<file path="src/rtl/host_sequencer.sv">
// host_sequencer: initiator side of the core's init/req/ack handshake.
// Runs NUM_PROGS programs back to back. The core is held in init first, each program is started
// with a one-cycle DutReq pulse, and the host waits for DutAck. Per-program cycle counts are
// stored in a small result file, and a hung program aborts the batch.
// Optional feature: define HOST_SEQ_INIT_EACH_EN to re-run INIT before every program.
// Without it, INIT runs only before program 0.
module host_sequencer #(
    parameter int unsigned NUM_PROGS      = 3,
    parameter int unsigned INIT_CYCLES    = 2,
    parameter int unsigned CW             = 16,
    parameter int unsigned TIMEOUT_CYCLES = 16'hFFFF
) (
    input  logic          Clk,
    input  logic          Reset,
    input  logic          Go,
    input  logic          DutAck,
    output logic          DutInit,
    output logic          DutReq,
    output logic          Busy,
    output logic          Done,
    output logic          TimedOut,
    output logic [2:0]    ProgIdx,
    input  logic [2:0]    CycRdIdx,
    output logic [CW-1:0] CycRdData
);

    localparam logic [2:0]    LastIdx    = 3'(NUM_PROGS - 1);
    localparam logic [CW-1:0] InitLen    = CW'(INIT_CYCLES);
    localparam logic [CW-1:0] TimeoutVal = CW'(TIMEOUT_CYCLES);
    localparam logic [CW-1:0] CntOne     = CW'(1);
    localparam logic [CW-1:0] CntMax     = '1;

    typedef enum logic [2:0] {
        StIdle,
        StInit,
        StReq,
        StWaitLow,
        StWaitHi,
        StDone
    } seqStateT;

    seqStateT      state;
    logic [CW-1:0] counter;
    // Sized to the full 3-bit index range; entries at NUM_PROGS and above are never written.
    logic [CW-1:0] cycResult [8];

    function automatic logic [CW-1:0] satInc(input logic [CW-1:0] v);
        return (v == CntMax) ? v : v + CntOne;
    endfunction

    // Sequencer FSM with registered handshake and status outputs.
    always_ff @(posedge Clk or posedge Reset) begin
        if (Reset) begin
            state    <= StIdle;
            DutInit  <= 1'b1;
            DutReq   <= 1'b0;
            Busy     <= 1'b0;
            Done     <= 1'b0;
            TimedOut <= 1'b0;
            ProgIdx  <= '0;
            counter  <= '0;
            for (int i = 0; i < 8; i++) begin
                cycResult[i] <= '0;
            end
        end else begin
            DutReq <= 1'b0;
            unique case (state)
                StIdle: begin
                    if (Go) begin
                        state    <= StInit;
                        DutInit  <= 1'b1;
                        Busy     <= 1'b1;
                        TimedOut <= 1'b0;
                        ProgIdx  <= '0;
                        counter  <= CntOne;
                        for (int i = 0; i < 8; i++) begin
                            cycResult[i] <= '0;
                        end
                    end
                end
                StInit: begin
                    // The counter doubles as the init-length timer here.
                    if (counter >= InitLen) begin
                        state   <= StReq;
                        DutInit <= 1'b0;
                        DutReq  <= 1'b1;
                    end else begin
                        counter <= satInc(counter);
                    end
                end
                StReq: begin
                    counter <= CntOne;
                    state   <= StWaitLow;
                end
                StWaitLow: begin
                    // A stale ack from the previous program is ignored until it drops.
                    if (counter == TimeoutVal) begin
                        cycResult[ProgIdx] <= TimeoutVal;
                        TimedOut           <= 1'b1;
                        Busy               <= 1'b0;
                        Done               <= 1'b1;
                        state              <= StDone;
                    end else begin
                        if (!DutAck) begin
                            state <= StWaitHi;
                        end
                        counter <= satInc(counter);
                    end
                end
                StWaitHi: begin
                    // Completion is tested first, so an ack on the timeout cycle still counts.
                    if (DutAck) begin
                        cycResult[ProgIdx] <= counter;
                        if (ProgIdx == LastIdx) begin
                            Busy  <= 1'b0;
                            Done  <= 1'b1;
                            state <= StDone;
                        end else begin
                            ProgIdx <= ProgIdx + 3'd1;
`ifdef HOST_SEQ_INIT_EACH_EN
                            state   <= StInit;
                            DutInit <= 1'b1;
                            counter <= CntOne;
`else
                            state   <= StReq;
                            DutReq  <= 1'b1;
`endif
                        end
                    end else if (counter == TimeoutVal) begin
                        cycResult[ProgIdx] <= TimeoutVal;
                        TimedOut           <= 1'b1;
                        Busy               <= 1'b0;
                        Done               <= 1'b1;
                        state              <= StDone;
                    end else begin
                        counter <= satInc(counter);
                    end
                end
                StDone: begin
                    // Core stays out of init for inspection until Go is released.
                    if (!Go) begin
                        state   <= StIdle;
                        Done    <= 1'b0;
                        DutInit <= 1'b1;
                    end
                end
                default: begin
                    state <= StIdle;
                end
            endcase
        end
    end

    // Combinational result-file read; out-of-range indices read as zero.
    always_comb begin
        CycRdData = '0;
        if (CycRdIdx <= LastIdx) begin
            CycRdData = cycResult[CycRdIdx];
        end
    end

endmodule
</file>
<file path="config.mk">
export PLATFORM = sky130hd
export DESIGN_NAME = host_sequencer
export DESIGN_NICKNAME = d
export VERILOG_FILES = /design/src/rtl/host_sequencer.sv
export SDC_FILE = /design/constraint.sdc
export NUM_CORES = 1
export LEC_CHECK = 0
export CORE_AREA = 2 2 114 116
export DETAILED_ROUTE_END_ITERATION = 8
export DIE_AREA = 0 0 116 118
export MAX_ROUTING_LAYER = met4
export PLACE_DENSITY_LB_ADDON = 0.08
export SLEW_MARGIN = 20
export SYNTH_ARGS = -nofsm -noshare
export SYNTH_HDL_FRONTEND = slang
export SYNTH_SLANG_ARGS = --single-unit
</file>
<file path="constraint.sdc">
create_clock -name Clk -period 7.6 [get_ports Clk]
set_clock_uncertainty 0.15 [all_clocks]
set_input_delay 1.52 -clock Clk [delete_from_list [all_inputs] [get_ports Clk]]
set_output_delay 1.52 -clock Clk [all_outputs]
set_load 0.05 [all_outputs]
</file>
### Word-level counts from Yosys, hierarchy flattened

Index checks and enable logic that the tools add are counted.

* add/sub/neg operators: 2
* magnitude comparators: 5
* equality and inequality tests: 17
* multiplexer cells: 50
* bitwise operators: 3
* reductions and logical operators: 15

Operator list (number)
* $mux W128: 3
* $pmux W128 S3: 1
* $bwmux W128: 1
* $mux W16: 8
* $or A128 B128 Y128: 1
* $pmux W16 S5: 1
* $bmux W16 S3: 1
* $demux W16 S3: 1
* $mux W3: 11
* $pmux W3 S6: 1
* $add A16 B1 Y16 const B: 1
* $eq A16 B16 Y1 const B: 1
* $ge A16 B2 Y1 const B: 1
* $mux W1: 16
* $ne A2 B2 Y1 const B: 7
* $pmux W1 S3: 4
* $reduce_and A4 Y1: 3
* $eq A3 B2 Y1 const B: 3
* $ne A3 B3 Y1 const B: 3
* $reduce_and A3 Y1: 3
* $reduce_bool A3 Y1: 3
* $ge A4 B4 Y1 const B: 2
* $not A3 Y4: 2
* $eq A3 B3 Y1 const B: 2
* other kinds (12): 12

* bits in registers: 155
* bits of input ports: 7
* word-level logic and storage cells: 108

### Depth between registers and ports, before layout

Gate-level depths: netlist of the first run.

* depth in word-level cells: 9
* gate-level depth with buffers: 10
* mapped depth without buffers: 7

### Least setup slack after synthesis of the first run

No wires, ideal clock.

* path type: input to output
* from: input port CycRdIdx[0]
* to: output port CycRdData[10]
* arrival time: 3.121 ns
* slack: 2.809 ns
* stages on the path: 6
* buffers on the path: 3
* path through: clkbuf_1 nor2b_1 clkbuf_1 clkbuf_1 a21oi_1 nor2_1

* cells in the longest elaborated chain, start to end: 5
* elaborated cells on any way between the ends: 6
* those cells by class: order compare: 1; mux: 4; bitwise: 1

RTL lines
* from (decl): RTL line 23 `input logic [2:0] CycRdIdx,`
* $not A3 Y4 (implied by the code): RTL line 158 `CycRdData = cycResult[CycRdIdx];`
* $bmux W16 S3: RTL line 158
* $mux W16 (implied by the code) (2 in a row): RTL line 158
* $mux W16 *: RTL line 157 `if (CycRdIdx <= LastIdx) begin`
* to (decl): RTL line 24 `output logic [CW-1:0] CycRdData`

Mark *: on every way between the ends. The rest lies on a longest branch, timed or not. The select of a mux whose other input is x is not followed.

### Worst setup path after layout of the first run

* from: input port CycRdIdx[1]
* to: output port CycRdData[6]

Same word-level chain as after synthesis.

==> results.tsv, run 1 <==
metric	value	unit
outcome	completed	
drt total wl	11070	um
die outline area	0.01369	mm^2
power density cells	318.0	mW/mm^2
global route total overflow	0	
number of cell instances on the worst register-to-register path	5	
worst skew pair latency	350	ps
commonest non-fill, non-tap cell in the layout	nor2_1	
Arrival @ worst endpoint	3990	ps
top achievable clock speed	176.7	MHz
kind of end point of the critical path	primary output	
vias per cell	5.238	
critical path startpoint	CycRdIdx[1]	
final max-slew violation count	0	
Die W	116	um
global-route wire length before repair	18600	um
total count of hold-check failures in the final report	0	
Main synth FF type	dfrtp_1	
clock tree from TritonCTS	built	
post-synthesis instance area	0.004254	mm^2
CTS max path bufs	2	
IO Port Bufs	30	
# DRC	0	
required time of the worst setup path	5930	ps
net count of the mapped netlist	521	
critical path startpoint category	input port	
worst reg2reg path startpoint	state[1]	
fin crit share	74.47	%
core utilization of the finished layout	39.15	%
total of endpoints with negative setup slack in the final report	0	
worst slew margin relative to its limit	30.39	%
share of synthesized flip-flops with an asynchronous set or reset	100.0	%
capture point of the worst reg-to-reg path	cycResult[114]	
Post-synth EDFFs	0	
site row count	41	
number of synthesized register bits	75	
mean instance size in the synthesized netlist	8.341	um^2
total clock buffers created by CTS	9	
Post-CTS Hold Buffers	0	
number of instances in the synthesized netlist	510	
Worst-Margin Slew	1040	ps
routed vias	3562	
unrepaired setup endpoints after global routing	false	
Crit Path Category	in -> out	
post-synthesis cell type count	55	
post-DR wirelength/cell	16.28	um
number of cells upsized or downsized after cts	0	
Seq/Total Area, Yosys	44.15	%
initial standard-cell utilization of the core	34.27	%
class of the most critical hold timing path	reg -> reg	
Clock Sink Count	75	
Critical Path End	CycRdData[6]	
time the final worst path needs with I/O delays and setup	5660	ps
GRT Total Usage	17.84	%
maximum level of the CTS H-tree	3	
# diodes	0	
CP Max Fanout	17	
Static Leak	2.024	nW
Die Span Y	118	um
Antenna Violating Nets Remaining	0	
max_cap viols	0	
commonest cells after routing, fill and taps aside	nor2_1, dfrtp_1, nand2_1, o21ai_1, clkdlybuf4s50_1	
root buffer selected by CTS	clkbuf_16	
antenna violations before repair	0	
hpwl dp	7579	um
Warnings, synthesis	0	
area growth from synthesis to layout	14.24	%
DR pass1 iterations	4	
layout net count	514	
largest net degree at the start of global routing	76	
number of top-level pins	31	
clock slew at the register clock pins of the worst setup and hold paths	60	ps
peak supply drop	0.0001627	V
placeable core region	0.01241	mm^2
post-CTS setup buffer count	0	
ratio of cells with drive above 1 in the final layout	6.496	%
DRC violation total after the first TritonRoute iteration	293	
number of global-route vias before repair	3346	
sum of negative setup slack	0	ps
tightest hold margin	377.0	ps
gp weighted congestion	0.7715	
register-to-register path setup slack	4850	ps
## critical path: stages
cell             delay, ps
clkdlybuf4s50_1        930
nor2b_1                280
buf_4                  240
a21oi_1                 90
nor2_1                 100
clkdlybuf4s50_1        820
## per-stage QoR
step | cells | worst slack (ps) | total power, mW | cell area, um^2
2_1_floorplan | 510 | 2809 | 0.9908 | 4254
3_3_place_gp | 664 | 1976 | 1.114 | 4543
3_5_place_dp | 664 | 1900 | 1.122 | 4557
4_1_cts | 680 | 1900 | 1.562 | 4853
5_1_grt | 680 | 1748 | 1.655 | 4860
6_report | 680 | 1940 | 1.545 | 4860
## worst min-delay path by stage
stage,from,to,cells after the start
global route,cycResult[117],cycResult[117],2
detailed placement,cycResult[112],cycResult[112],2
global placement,cycResult[101],cycResult[101],2
floorplan,cycResult[127],cycResult[127],2
finish,cycResult[82],cycResult[82],2
CTS,cycResult[112],cycResult[112],2
## cells in the mapped netlist, types with 5 or more instances
library cell,n,area share (%)
o21ai_1,38,4.5
mux2i_1,18,4.2
clkbuf_1,28,2.5
inv_1,8,0.71
a21oi_1,29,3.4
dfrtp_1,74,44
nand4_1,7,1.0
o31ai_1,5,0.88
o21ai_0,29,3.4
a41oi_1,5,1.0
nor4_1,6,0.88
nor3_1,6,0.71
buf_4,5,0.88
nor2_1,92,8.1
and2_1,5,0.74
nand3_1,7,0.82
buf_2,9,1.1
nand2_1,67,5.9
nand2b_1,5,0.74
## cells by family after synthesis
family	synth area share, %
simple gates	24.12
compound gates	19.68
flops	44.15
buf+inv	6.382
mux	4.500
fa+ha+maj	1.177
## sequential cells by signal, indices dropped and copies added (netlist names)
| signal | flops |
|---|---|
| Busy | 1 |
| counter | 16 |
| Done | 1 |
| ProgIdx | 3 |
| TimedOut | 1 |
| DutInit | 1 |
| state | 3 |
| DutReq | 1 |
| cycResult | 48 |
## cell type report
cell class	count	area, um^2
fillers	1298	7555
multi-input cells	377	2121
clock buffers	12	246.5
flip-flops and latches	75	1878
repair buffers	32	319.1
inverters	8	30.03
well taps	172	215.2
clock inverters	4	50.05
## layer usage
metal | up-vias | share of wire, % | track usage [%]
li1 | 1763 | - | -
met1 | 1710 | 52 | 26.53
met2 | 72 | 43 | 23.90
met3 | 17 | 3.7 | 3.399
met4 | 0 | 1.7 | 6.548
met5 | - | 0 | -
## power by group
group	internal, mW	switching [mW]	leakage [nW]
clock	0.263	0.170	0.139
sequential	0.463	0.107	1.03
combinational	0.186	0.357	0.860
(Power assumes the default switching activity.)
==> inputs of run 2 (changes only) <==
==> constraint.sdc (replaced) <==
create_clock -name Clk -period 5.9 [get_ports Clk]
set_clock_uncertainty 0.15 [all_clocks]
set_input_delay 1.18 -clock Clk [delete_from_list [all_inputs] [get_ports Clk]]
set_output_delay 1.18 -clock Clk [all_outputs]
set_load 0.05 [all_outputs]
==> run 2 against run 1 <==
Worst setup slack worse by 780 ps. Combinational power up 29%. Clock power up 22%. Global-route usage about the same. Via count down 1.2%. Largest power group unchanged.
==> results.tsv, run 2 (synthesized netlist as in run 1, its figures left out) <==
metric	value	unit
outcome	completed	
commonest non-fill, non-tap cell in the layout	nor2_1	
worst skew pair latency	330	ps
unrepaired setup endpoints after global routing	false	
Crit Path Category	in -> out	
register name with the most flops	cycResult	
vias per cell	5.167	
die outline area	0.01369	mm^2
Combinational Power Share	35.6	%
kind of end point of the critical path	primary output	
tightest hold margin	374.9	ps
top achievable clock speed	211.0	MHz
Worst-Margin Slew	868.8	ps
Psw	0.7978	mW
maximum level of the CTS H-tree	3	
sequential share of power	37.4	%
Final Non-Filler Cells	681	
required time of the worst setup path	4570	ps
max_cap viols	0	
ratio of cells with drive above 1 in the final layout	6.483	%
total count of hold-check failures in the final report	0	
share of power burned in the clock network	27.0	%
power density cells	403.9	mW/mm^2
global-route wire length before repair	18560	um
routed vias	3519	
total of endpoints with negative setup slack in the final report	0	
switching part of the total power	40.71	%
crit path setup slack, layout	1161	ps
Post-Place Cell Area	0.004573	mm^2
DR pass1 iterations	4	
Arrival @ worst endpoint	3410	ps
CP Max Fanout	17	
fin crit share	80.32	%
GRT Total Usage	17.84	%
peak supply drop	0.0002381	V
sum of negative setup slack	0	ps
total clock buffers created by CTS	9	
P_int	1.162	mW
Die W	116	um
clock slew at the register clock pins of the worst setup and hold paths	60	ps
largest net degree at the start of global routing	42	
worst slew margin relative to its limit	42.08	%
total power	1.959	mW
core utilization of the finished layout	39.07	%
site row count	41	
area of all placed cells without fillers	0.004851	mm^2
DRC violation total after the first TritonRoute iteration	290	
Post-CTS Hold Buffers	0	
area growth from synthesis to layout	14.03	%
IO Port Bufs	30	
# diodes	0	
post-DR wirelength/cell	16.22	um
number of global-route vias before repair	3354	
gp weighted congestion	0.7517	
Die Span Y	118	um
number of cells upsized or downsized after cts	0	
antenna violations before repair	0	
post-CTS setup buffer count	0	
cell depth of the worst min-delay path	2	
pre-CTS WS	1135	ps
initial standard-cell utilization of the core	34.27	%
root buffer selected by CTS	clkbuf_16	
time the final worst path needs with I/O delays and setup	4739	ps
final max-slew violation count	0	
drt total wl	11050	um
Clock Sink Count	75	
global route total overflow	0	
Static Leak	2.031	nW
# DRC	0	
hpwl dp	7614	um
placed cells	666	
number of top-level pins	31	
Antenna Violating Nets Remaining	0	
fill cell total of the finished layout	1281	
layout net count	516	
critical path startpoint category	input port	
placeable core region	0.01241	mm^2
max reg flops	48	
clock tree from TritonCTS	built	
commonest cells after routing, fill and taps aside	nor2_1, dfrtp_1, nand2_1, o21ai_1, clkdlybuf4s50_1	
registers with the highest flip-flop counts	cycResult x48, counter x16	
class of the most critical hold timing path	reg -> reg	
number of cell instances on the worst register-to-register path	5	
CTS max path bufs	2	
==> run 2: changes by cell type in the layout (fill, tap and decap cells not counted) <==
| cell | previous run | this run |
|---|---|---|
| clkinv_2 | 1 | 3 |
| buf_6 | 1 | 0 |
| buf_4 | 1 | 4 |
| nor2_2 | 3 | 4 |
| clkinvlp_4 | 2 | 0 |
| inv_2 | 1 | 0 |
| a21oi_2 | 3 | 2 |
| a21oi_1 | 26 | 27 |
| clkbuf_1 | 2 | 3 |
| clkbuf_8 | 1 | 0 |
| nor2_1 | 90 | 89 |
==> run 2: cell type report <==
cell class	count	area [um^2]	share of cell area, %
Multi-Input combinational cell	377	2120	43.69
Inverter	8	31.28	0.6448
Clock buffer	12	236.5	4.875
Timing Repair Buffer	34	330.3	6.809
Sequential cell	75	1878	38.72
Tap cell	172	215.2	4.436
Clock inverter	3	40.04	0.8254
==> run 2: power by group through the flow <==
stage	sequential (mW)	combinational (mW)	clock, mW
2_1_floorplan	0.714	0.563	0
3_3_place_gp	0.742	0.699	0
3_5_place_dp	0.740	0.706	0
4_1_cts	0.731	0.709	0.545
5_1_grt	0.753	0.780	0.575
6_report	0.733	0.698	0.528
==> run 2: path summary, 6_finish.rpt <==
check / start / endpoint / slack [ps]
worst max-delay path: CycRdIdx[0] / CycRdData[4] / 1160
worst min-delay path: cycResult[83] / cycResult[83] / 370
worst max register to register: state[2] / cycResult[121] / 3230
worst min register to register: cycResult[83] / cycResult[83] / 370
max in group asynchronous: Reset / cycResult[100] / 3530
min in group asynchronous: Reset / cycResult[89] / 1150
==> run 2: metal layers <==
layer  wire length (um)  global-route usage [%]  vias up
met1               5534                   26.11     1694
met2               5008                   25.04       58
met5                  0                       -        -
li1                   -                       -     1763
met3                406                   2.575        4
met4                 98                   6.399        0
==> run 2: worst max-delay path, stage by stage <==
cell	delay (ps)
clkdlybuf4s50_1	810
nor2b_1	190
buf_4	210
a21oi_1	90
nor2_1	100
clkdlybuf4s50_1	820
==> inputs of run 3 (changes only) <==
==> constraint.sdc (replaced) <==
create_clock -name Clk -period 4.6 [get_ports Clk]
set_clock_uncertainty 0.15 [all_clocks]
set_input_delay 0.92 -clock Clk [delete_from_list [all_inputs] [get_ports Clk]]
set_output_delay 0.92 -clock Clk [all_outputs]
set_load 0.05 [all_outputs]
==> run 3 against run 2 <==
Clock power up 40%. Sequential share of layout area down 1.7 points. Hold slack better by 1.1 ps. Routed wire length down 3.1%. Combinational power up 30%. Global-route usage down 0.88 points.
==> results.tsv, run 3 (synthesized netlist as in run 1, its figures left out) <==
metric	value	unit
outcome	completed	
root buffer selected by CTS	clkbuf_16	
max_cap viols	0	
layout net count	522	
routed vias	3619	
largest net degree at the start of global routing	37	
gp weighted congestion	0.8085	
placeable core region	0.01241	mm^2
global route total overflow	0	
DR pass1 iterations	5	
critical path startpoint category	input port	
total count of hold-check failures in the final report	0	
cell depth of the worst min-delay path	2	
peak supply drop	0.0003125	V
Post-Place Cell Area	0.004763	mm^2
number of top-level pins	31	
site row count	41	
Post-CTS Hold Buffers	0	
number of global-route vias before repair	3355	
drt total wl	10710	um
vias per cell	5.260	
unrepaired setup endpoints after global routing	false	
Crit Path Category	in -> out	
maximum level of the CTS H-tree	3	
Die W	116	um
CTS max path bufs	2	
GRT Total Usage	16.96	%
Die Span Y	118	um
hpwl dp	7694	um
total of endpoints with negative setup slack in the final report	0	
share of power burned in the clock network	28.7	%
total buffers and inverters traversed by the critical path	3	
initial standard-cell utilization of the core	34.27	%
worst reg2reg path startpoint	state[0]	
worst skew pair latency	330	ps
worst hold endpoint	cycResult[102]	
commonest cells after routing, fill and taps aside	nor2_1, dfrtp_1, nand2_1, o21ai_1	
cell-by-cell trace of the critical path	clkdlybuf4s50_1 > buf_4 > mux2i_1 > nor2_1 > a21oi_1 > nor2_1 > buf_12	
Arrival @ worst endpoint	2690	ps
IO Port Bufs	30	
post-CTS setup buffer count	0	
critical path's most frequent cell	nor2_1	
antenna violations before repair	0	
capture point of the worst reg-to-reg path	cycResult[113]	
register-to-register path setup slack	1940	ps
area growth from synthesis to layout	19.38	%
switching part of the total power	39.78	%
Crit-path slowest cell	clkdlybuf4s50_1	
final max-slew violation count	0	
CP Max Fanout	10	
ratio of cells with drive above 1 in the final layout	10.27	%
registers with the highest flip-flop counts	cycResult x48, counter x16	
number of cells upsized or downsized after cts	0	
Largest delay share family, worst path	buffers and inverters	
class of the most critical hold timing path	reg -> reg	
power density cells	509.3	mW/mm^2
Clock Sink Count	75	
register name with the most flops	cycResult	
global-route wire length before repair	18070	um
number of cell instances on the worst register-to-register path	5	
post-DR wirelength/cell	15.57	um
die outline area	0.01369	mm^2
Combinational Power Share	35.0	%
Psw	1.029	mW
commonest non-fill, non-tap cell in the layout	nor2_1	
Antenna Violating Nets Remaining	0	
area of all placed cells without fillers	0.005079	mm^2
required time of the worst setup path	3530	ps
fin crit share	81.83	%
DRC violation total after the first TritonRoute iteration	269	
worst slew margin relative to its limit	31.83	%
clock tree from TritonCTS	built	
delay contributed by the slowest stage of the critical path	820	ps
time the final worst path needs with I/O delays and setup	3764	ps
Hold Crit Start	cycResult[102]	
# DRC	0	
top achievable clock speed	265.7	MHz
sum of negative setup slack	0	ps
# diodes	0	
clock slew at the register clock pins of the worst setup and hold paths	60	ps
max reg flops	48	
total clock buffers created by CTS	9	
sequential share of power	36.3	%
Static Leak	2.151	nW
P_int	1.558	mW
Worst-Margin Slew	1019	ps
kind of end point of the critical path	primary output	
[run 3: changes by cell type in the layout (fill, tap and decap cells not counted), moves of 3 or more]
cell             before  now
buf_12                0   16
clkdlybuf4s50_1      30   14
buf_4                 4   10
clkbuf_8              0    3
clkinv_2              3    0
nor2_1               89   92
nor2_2                4    1
[run 3: layout make-up]
class | instances | area (um^2)
fill | 1253 | 7336
multi-input combinational | 377 | 2105
sequential | 75 | 1878
timing repair buffer | 40 | 535.5
clock buffer | 13 | 270.3
tap | 172 | 215.2
clock inverter | 3 | 45.04
inverter | 8 | 30.03
[run 3: worst max-delay path by stage]
stage,from,endpoint,cells after the start
floorplan,CycRdIdx[0],CycRdData[10],6
global placement,CycRdIdx[1],CycRdData[7],7
detailed placement,CycRdIdx[1],CycRdData[8],7
CTS,CycRdIdx[1],CycRdData[8],7
global route,CycRdIdx[1],CycRdData[11],7
finish,CycRdIdx[1],CycRdData[8],7
[run 3: power groups by stage]
stage / Clock [mW] / Combinational [mW] / Sequential, mW
2_1_floorplan: 0 / 0.722 / 0.916
3_3_place_gp: 0 / 0.910 / 0.953
3_5_place_dp: 0 / 0.911 / 0.951
4_1_cts: 0.754 / 0.916 / 0.939
5_1_grt: 0.780 / 1.00 / 0.963
6_report: 0.741 / 0.905 / 0.940
[run 3: layer usage]
layer / vias up / track usage (%) / routed length, um
met5: - / - / 0
li1: 1779 / - / -
met1: 1750 / 25.09 / 5506
met2: 82 / 24.09 / 4691
met3: 8 / 1.957 / 406
met4: 0 / 5.580 / 106
[run 3: metrics by stage]
stage	instances	hold slack (ps)	util (%)	total power [mW]	setup WS [ps]
after global placement	672	357.4	38.37	1.863	879.9
after CTS	688	378.5	40.91	2.609	817.3
after global routing	688	390.4	40.91	2.746	686.7
after detailed placement	672	365.2	38.37	1.863	817.7
after floorplan	510	344.5	-	1.637	1009
final	688	376.0	40.91	2.586	835.8
[run 3: worst min-delay path, delay by kind of cell (launching register included)]
| kind | cells | cell delay (ps) |
|---|---|---|
| and+or+nand+nor | 1 | 50 |
| DFF | 1 | 340 |
| AOI/OAI and AO/OA | 1 | 100 |
